$ cat src/rtl/apb2ahb_bridge_pkg.sv
// ---------------------------------------------------------------------------
// apb2ahb_bridge_pkg : shared AHB-Lite encodings and bridge FSM state codes
// Revision: 1.0
// ---------------------------------------------------------------------------
`default_nettype none

package apb2ahb_bridge_pkg;

  localparam logic [1:0] HTRANS_IDLE   = 2'b00;
  localparam logic [1:0] HTRANS_NONSEQ = 2'b10;
  localparam logic [2:0] HSIZE_WORD    = 3'b010;
  localparam logic [2:0] HBURST_SINGLE = 3'b000;
  localparam logic       HRESP_OKAY    = 1'b0;
  localparam logic       HRESP_ERROR   = 1'b1;

  typedef enum logic [1:0] {
    ST_IDLE = 2'b00,
    ST_ADDR = 2'b01,
    ST_DATA = 2'b10,
    ST_RESP = 2'b11
  } state_e;

endpackage

`default_nettype wire

$ cat src/rtl/apb2ahb_bridge.sv
// ---------------------------------------------------------------------------
// apb2ahb_bridge : APB3 completer replaying each access as one AHB-Lite SINGLE
// Revision: 1.0
// ---------------------------------------------------------------------------
`default_nettype none

module apb2ahb_bridge
  import apb2ahb_bridge_pkg::*;
#(
  parameter int          ADDRWIDTH = 16,
  parameter int          DATAWIDTH = 32,
  parameter logic [31:0] BASE_ADDR = 32'h4000_0000,
  parameter logic [3:0]  HPROT_VAL = 4'b0011
) (
  input  logic                 HCLK,
  input  logic                 HRESETn,
  input  logic                 PCLKEN,
  input  logic                 PSEL,
  input  logic                 PENABLE,
  input  logic [ADDRWIDTH-1:0] PADDR,
  input  logic                 PWRITE,
  input  logic [DATAWIDTH-1:0] PWDATA,
  output logic [DATAWIDTH-1:0] PRDATA,
  output logic                 PREADY,
  output logic                 PSLVERR,
  output logic [31:0]          HADDR,
  output logic [1:0]           HTRANS,
  output logic                 HWRITE,
  output logic [2:0]           HSIZE,
  output logic [2:0]           HBURST,
  output logic [3:0]           HPROT,
  output logic [DATAWIDTH-1:0] HWDATA,
  input  logic [DATAWIDTH-1:0] HRDATA,
  input  logic                 HREADY,
  input  logic                 HRESP,
  output logic                 BUSY
);

  state_e               state_q,   state_d;
  logic [1:0]           htrans_q,  htrans_d;
  logic [31:0]          haddr_q,   haddr_d;
  logic                 hwrite_q,  hwrite_d;
  logic [DATAWIDTH-1:0] wdata_q,   wdata_d;
  logic [DATAWIDTH-1:0] hwdata_q,  hwdata_d;
  logic [DATAWIDTH-1:0] prdata_q,  prdata_d;
  logic                 pslverr_q, pslverr_d;
  logic                 err_q,     err_d;
  logic [31:0]          addr_w;

  // Byte offset is dropped by masking: every transfer is a word access.
  assign addr_w = {BASE_ADDR[31:ADDRWIDTH], PADDR} & 32'hFFFF_FFFC;

  always_ff @(posedge HCLK or negedge HRESETn) begin
    if (!HRESETn) begin
      state_q   <= ST_IDLE;
      htrans_q  <= HTRANS_IDLE;
      haddr_q   <= '0;
      hwrite_q  <= 1'b0;
      wdata_q   <= '0;
      hwdata_q  <= '0;
      prdata_q  <= '0;
      pslverr_q <= 1'b0;
      err_q     <= 1'b0;
    end else begin
      state_q   <= state_d;
      htrans_q  <= htrans_d;
      haddr_q   <= haddr_d;
      hwrite_q  <= hwrite_d;
      wdata_q   <= wdata_d;
      hwdata_q  <= hwdata_d;
      prdata_q  <= prdata_d;
      pslverr_q <= pslverr_d;
      err_q     <= err_d;
    end
  end

  always_comb begin
    state_d   = state_q;
    htrans_d  = htrans_q;
    haddr_d   = haddr_q;
    hwrite_d  = hwrite_q;
    wdata_d   = wdata_q;
    hwdata_d  = hwdata_q;
    prdata_d  = prdata_q;
    pslverr_d = pslverr_q;
    err_d     = err_q;
    case (state_q)
      ST_IDLE: begin
        if (PCLKEN && PSEL && !PENABLE) begin
          haddr_d  = addr_w;
          hwrite_d = PWRITE;
          wdata_d  = PWDATA;
          htrans_d = HTRANS_NONSEQ;
          err_d    = 1'b0;
          state_d  = ST_ADDR;
        end
      end
      ST_ADDR: begin
        if (HREADY) begin
          htrans_d = HTRANS_IDLE;
          hwdata_d = wdata_q;
          state_d  = ST_DATA;
        end
      end
      ST_DATA: begin
        if (HREADY) begin
          pslverr_d = (HRESP == HRESP_ERROR);
          if (HRESP == HRESP_OKAY && !hwrite_q) begin
            prdata_d = HRDATA;
          end
          state_d = ST_RESP;
        end else if (HRESP == HRESP_ERROR) begin
          err_d = 1'b1;
        end
      end
      ST_RESP: begin
        // PREADY is held until the APB side actually samples it.
        if (PCLKEN) begin
          pslverr_d = 1'b0;
          state_d   = ST_IDLE;
        end
      end
      default: state_d = ST_IDLE;
    endcase
  end

  assign HTRANS  = htrans_q;
  assign HADDR   = haddr_q;
  assign HWRITE  = hwrite_q;
  assign HWDATA  = hwdata_q;
  assign HSIZE   = HSIZE_WORD;
  assign HBURST  = HBURST_SINGLE;
  assign HPROT   = HPROT_VAL;
  assign PRDATA  = prdata_q;
  assign PSLVERR = pslverr_q;
  assign PREADY  = (state_q == ST_RESP);
  assign BUSY    = (state_q != ST_IDLE);

endmodule

`default_nettype wire

$ cat config.mk
export PLATFORM = sky130hd
export DESIGN_NAME = apb2ahb_bridge
export DESIGN_NICKNAME = d
export VERILOG_FILES = /design/src/rtl/apb2ahb_bridge_pkg.sv /design/src/rtl/apb2ahb_bridge.sv
export SDC_FILE = /design/constraint.sdc
export NUM_CORES = 1
export LEC_CHECK = 0
export ABC_AREA = 1
export BUFFER_PORTS_ARGS = -buffer_cell sky130_fd_sc_hd__buf_4
export CORE_MARGIN = 3
export CORE_UTILIZATION = 43
export CTS_CLUSTER_SIZE = 14
export DETAILED_ROUTE_END_ITERATION = 6
export MAX_ROUTING_LAYER = met4
export PLACE_DENSITY = 0.76
export SLEW_MARGIN = 20
export SYNTH_ARGS = -nofsm -noshare
export SYNTH_HDL_FRONTEND = slang
export SYNTH_SLANG_ARGS = --single-unit
$ cat constraint.sdc
create_clock -name HCLK -period 1.24 [get_ports HCLK]
set_clock_uncertainty 0.05 [all_clocks]
set_input_delay 0.186 -clock HCLK [delete_from_list [all_inputs] [get_ports HCLK]]
set_output_delay 0.186 -clock HCLK [all_outputs]
set_load 0.005 [all_outputs]
==> results_dict.tcl, run 1 <==
set metrics [dict create \
    synthesis.area_um2 4830 \
    num_rows 38 \
    grt_usage 0.251 \
    yosysTopAreaCell "dfrtp_1" \
    path_clk_slew_ns 0.06 \
    synth_simple_gate_area_frac 0.231 \
    clk_path_buf_depth 2 \
    num_vias 4876 \
    r2r_cells 8 \
    netlist_top_cells_area "dfrtp_1 (60%), nand2_1 (17%), nand3_1 (4.7%)" \
    gp_congestion 0.820 \
    synth_flop_cell "dfrtp_1" \
    numCtsBuffers 17 \
    crit_type "reg2reg" \
    end_kind "register" \
    synth_top_area_frac 0.600 \
    drive_gt1_frac 0.466 \
    ctsRootBufferMaster "clkbuf_16" \
    worstPathRequired_ns 1.49 \
    path_buf_inv 4 \
    layout.nets 929 \
    p_leak_nw 4.78 \
    instances_no_fill 990 \
    dieArea_um2 12600 \
    timing.fmax_mhz 637 \
    grt_pass1_wl_um 24200 \
    h-tree-depth 4 \
    violations "setup timing" \
    fin_crit_ns 1.57 \
    synth-edff-count 0 \
    crit_fanout 6 \
    nFillCells 599 \
    cp_top_family "buffers and inverters" \
    regArea_um2 2900 \
    setup_tns_ns -30.18 \
    drtIter0Drc 286 \
    insertion_delay_ns 0.40 \
    synthArstFlopShare 1.00 \
    io_pins 200 \
    synth_cells 544 \
    rr_endpoint "state_q[0]" \
    path_cells "inv_2 -> ha_4 -> buf_4 -> buf_6 -> buf_12 -> or2_1 -> nand3_2 -> nand2_1" \
    routed_wl_um 17600 \
    n_antenna_cell 0 \
    initial_core_util 0.442 \
    grt-ovfl-total 0 \
    rsz0062_at_grt "yes" \
    rrSetupSlack_ns -0.33 \
    multi_input_area_um2 2160 \
    drc 0 \
    post_drt_wl_per_cell_um 17.8 \
    critPathMaxStageDelay_ns 0.40 \
    worst_setup_path_start_kind "register" \
    ys_ff_latch 116 \
    hp-class "in2async" \
    cts_sinks 116 \
    final_util 0.827 \
    synthAdderAreaFrac 0.0104 \
    antenna_found_initial 0 \
    hold_violations 0 \
    core_um2 10900 \
    grt_pass1_vias 4918 \
    yosysSeqAreaShare 0.600 \
    dp.cells 846 \
    outcome "complete, but fails checks" \
    layout_setup_ws_ns -0.331 \
    final_antenna_net_count 0 \
    finalCritPeriodShare 1.27 \
    r2r-start "state_q[1]" \
    maxSlewViolCount 0 \
    grt_max_degree 62 \
    cts_tree "yes" \
    firstDrtPassIters 5 \
    hpwl_um 8210 \
    cp_slowest_cell "dfrtp_1" \
    synth.mux.area_fraction 0 \
    syn2layout_area_growth_pct 87.2 \
    synth_compound_area_frac 0.0494 \
    port_buffers 169 \
    final_common_cell "buf_4" \
    layout_common_cells "buf_4 (173), dfrtp_1 (116), nand2_1 (116)" \
    yosysWarnings 0 \
    p_per_area_nw_per_um2 2370 \
    synth_top_family_by_area "simple AND/OR/NAND/NOR gates" \
    syn_area_per_cell_um2 8.89 \
    synth_xor_area_frac 0 \
    dieHeight_um 112 \
    ir_drop_mv 1.29 \
    viasPerCell 4.93 \
    setup_viol 119 \
    die_w_um 112 \
    power.total_mw 21.4 \
    arrival_ns 1.82 \
    synth_cell_types 21 \
    maxCapViolCount 0 \
]
worst max-delay path by stage:
stage,start,endpoint,cells after the start
finish,state_q[1],state_q[0],8
global route,state_q[0],HWDATA[13],9
CTS,state_q[1],BUSY,5
detailed placement,state_q[1],wdata_q[0],6
global placement,state_q[1],wdata_q[3],6
floorplan,state_q[1],HWDATA[11],7
area by class of cell:
cell class,instances,share of cell area
multi-input combinational,353,0.238
clock inverter,9,0.0191
tap,140,0.0194
clock buffer,23,0.0539
timing repair buffer,302,0.327
inverter,47,0.0212
sequential,116,0.321
cells in the mapped netlist (2+ instances only):
library cell and n:
nand3_1 45, inv_1 46, ha_1 4, clkbuf_1 4
conb_1 2, buf_2 20, o21ai_0 3, nor2_1 9
dfrtp_1 116, nand2_1 218, buf_4 28, a21oi_2 5
o21ai_1 36
timing repair:
action | 4_1_cts | 5_1_grt
hold buffers | 81 | 0
hold endpoints to repair | 196 | 0
cloned | 11 | 7
endpoints found under the setup margin | 119 | 119
gates resized for setup | 42 | 187
pin swaps | 6 | 30
buffers inserted | 10 | 7
flip-flops by register name, summed over array words and instances (netlist names):
signal,count
HADDR,15
HTRANS,1
HWDATA,32
HWRITE,1
PRDATA,32
PSLVERR,1
state_q,2
wdata_q,32
cell families (layout without fill, tap and decap cells):
family / Yosys count / count (layout)
AND/OR/NAND/NOR: 277 / 277
adder cells (fa/ha/maj): 4 / 4
other: 2 / 28
AO/OA/AOI/OAI: 44 / 44
flip-flops: 116 / 116
buffers and inverters: 101 / 381
stage by stage:
step	setup WS (ns)	hold WS, ns	area, um2
6_report	-0.331	0.0590	9050
5_1_grt	-0.376	0.0572	9050
4_1_cts	-0.290	0.0585	8290
3_5_place_dp	-0.167	-0.0584	6310
3_3_place_gp	-0.112	-0.0586	6310
2_1_floorplan	-0.00574	-0.160	5000
where the power goes:
part           switching, mW  internal [mW]
combinational           4.03           4.85
clock                   1.71           3.77
sequential              1.50           5.58
metal layers:
layer,global-route usage,share of wire
met4,0.0946,0.042
met3,0.0442,0.056
met1,0.285,0.37
met5,-,0
met2,0.442,0.54
No activity file was read; power rests on OpenSTA's default activity.
==> inputs of run 2 (changes only) <==
--- a/config.mk
+++ b/config.mk
@@ -7,12 +7,14 @@
 export LEC_CHECK = 0
 export ABC_AREA = 1
 export BUFFER_PORTS_ARGS = -buffer_cell sky130_fd_sc_hd__buf_4
+export CELL_PAD_IN_SITES_DETAIL_PLACEMENT = 0
+export CELL_PAD_IN_SITES_GLOBAL_PLACEMENT = 1
 export CORE_MARGIN = 3
-export CORE_UTILIZATION = 43
+export CORE_UTILIZATION = 35
 export CTS_CLUSTER_SIZE = 14
 export DETAILED_ROUTE_END_ITERATION = 6
 export MAX_ROUTING_LAYER = met4
-export PLACE_DENSITY = 0.76
+export PLACE_DENSITY_LB_ADDON = 0.1
 export SLEW_MARGIN = 20
 export SYNTH_ARGS = -nofsm -noshare
 export SYNTH_HDL_FRONTEND = slang
==> constraint.sdc (replaced) <==
create_clock -name HCLK -period 1.6 [get_ports HCLK]
set_clock_uncertainty 0.05 [all_clocks]
set_input_delay 0.24 -clock HCLK [delete_from_list [all_inputs] [get_ports HCLK]]
set_output_delay 0.24 -clock HCLK [all_outputs]
set_load 0.005 [all_outputs]
==> run 2 against run 1 <==
First-iteration DRC count decreased by 26%. Register-to-register slack improved by 0.44 ns. The run now ends clean. Combinational power decreased by 50%. Design area decreased by 23%. Count of clock-buffer cells in the layout decreased by 6. Largest power group is now registers. Core utilization decreased by 31 points. Worst setup slack improved by 0.35 ns. Hold slack got worse by 0.042 ns. Clock power decreased by 32%. Die area increased by 22%. Flip-flop and latch count unchanged. Critical path type is now reg2out. Sequential share of layout area increased by 9.6 points.
==> results_dict.tcl, run 2 (synthesis gave the netlist of run 1 again) <==
set metrics [dict create \
    numCtsBuffers 17 \
    outcome "finished clean" \
    nFillCells 1299 \
    setup_tns_ns 0 \
    path_clk_slew_ns 0.06 \
    syn2layout_area_growth_pct 44.2 \
    port_buffers 169 \
    insertion_delay_ns 0.40 \
    worstPathRequired_ns 1.31 \
    regArea_um2 2900 \
    layout_common_cells "nand2_1 (218), buf_4 (181), dfrtp_1 (116)" \
    grt_usage 0.173 \
    place_area_um2 6210 \
    hp-class "in2reg" \
    cts_sinks 116 \
    grt_max_degree 81 \
    routed_wl_um 12400 \
    ctsRootBufferMaster "clkbuf_16" \
    num_rows 42 \
    setup_viol 0 \
    grt_pass1_vias 4044 \
    dieArea_um2 15300 \
    finalCritPeriodShare 0.990 \
    post_drt_wl_per_cell_um 13.5 \
    drc 0 \
    viasPerCell 4.34 \
    cts_tree "yes" \
    h-tree-depth 4 \
    grt_pass1_wl_um 19700 \
    num_vias 3993 \
    p_leak_nw 3.90 \
    initial_core_util 0.361 \
    die_w_um 124 \
    drtIter0Drc 213 \
    final_common_cell "nand2_1" \
    hold_violations 0 \
    instances_no_fill 921 \
    crit_type "reg2out" \
    fin_crit_ns 1.58 \
    maxSlewViolCount 0 \
    layout.nets 824 \
    ir_drop_mv 0.837 \
    arrival_ns 1.29 \
    drive_gt1_frac 0.311 \
    core_um2 13400 \
    rsz0062_at_grt "yes" \
    n_antenna_cell 0 \
    clk_path_buf_depth 2 \
    dp.cells 873 \
    final_util 0.520 \
    end_kind "output pin" \
    hpwl_um 8220 \
    worst_setup_path_start_kind "register" \
    timing.fmax_mhz 631 \
    io_pins 200 \
    final_antenna_net_count 0 \
    dieHeight_um 124 \
    p_per_area_nw_per_um2 1900 \
    crit_fanout 3 \
    antenna_found_initial 0 \
    fin_area_um2 6970 \
    maxCapViolCount 0 \
    firstDrtPassIters 4 \
    multi_input_area_um2 1530 \
    gp_congestion 0.710 \
    grt-ovfl-total 0 \
]
## run 2: changes by cell type in the layout (fill, tap and decap cells not counted), moves of 13 or more
cell	previous run	this run
buf_6	16	2
dlygate4sd3_1	81	11
nand3_1	30	45
nand2_4	33	0
nand2_2	68	1
buf_12	16	3
nand2_1	116	218
nand3_2	14	1
## run 2: cell type report
type	count	area share
inverter	47	0.0257
clock inverter	15	0.0237
sequential	116	0.416
timing repair buffer	197	0.223
multi-input combinational	353	0.219
clock buffer	17	0.0610
tap	176	0.0316
## run 2: per-layer routing
metal / part of all wire / up-vias / track usage / routed length [um]
met5: 0 / - / - / 0
met4: 0.019 / 0 / 0.0699 / 235
met3: 0.062 / 19 / 0.0512 / 766
met2: 0.48 / 136 / 0.274 / 6020
met1: 0.43 / 1840 / 0.208 / 5390
li1: - / 1998 / - / -
## run 2: what timing repair did
item / 4_1_cts / 5_1_grt
buffers inserted: 4 / 1
gates resized for setup: 5 / 4
endpoints found under the hold margin: 126 / 0
setup endpoints to repair: 1 / 38
hold buffers: 11 / 0
pin swaps: 1 / 1
## run 2: metrics by stage
step / worst slack, ns / hold slack, ns / power, mW
2_1_floorplan: 0.251 / -0.106 / 6.99
3_3_place_gp: 0.0525 / 0.269 / 9.31
3_5_place_dp: 0.0123 / 0.268 / 9.43
4_1_cts: 0.000810 / 0.000104 / 13.4
5_1_grt: -0.0431 / 0.00861 / 14.3
6_report: 0.0152 / 0.0174 / 13.3
## run 2: worst paths after layout
check	startpoint	endpoint	slack, ns	depth (start not counted)
max	state_q[1]	BUSY	0.02	5
min	PWDATA[22]	wdata_q[22]	0.02	3
max reg2reg	state_q[0]	state_q[0]	0.11	7
min reg2reg	wdata_q[29]	HWDATA[29]	0.41	2
max in group asynchronous	HRESETn	PRDATA[6]	0.75	3
min in group asynchronous	HRESETn	HWDATA[9]	0.35	3
## run 2: worst max-delay path, stage by stage (launching register included)
cell     delay, ns
dfrtp_1       0.41
inv_2         0.10
ha_4          0.15
buf_12        0.10
inv_2         0.03
buf_6         0.10
## run 2: report_power, final
part           switching (mW)  internal [mW]  total (mW)
Combinational            2.09           2.33        4.42
Clock                    1.33           2.42        3.75
Sequential              0.774           4.32        5.09
Total                    4.19           9.07        13.3
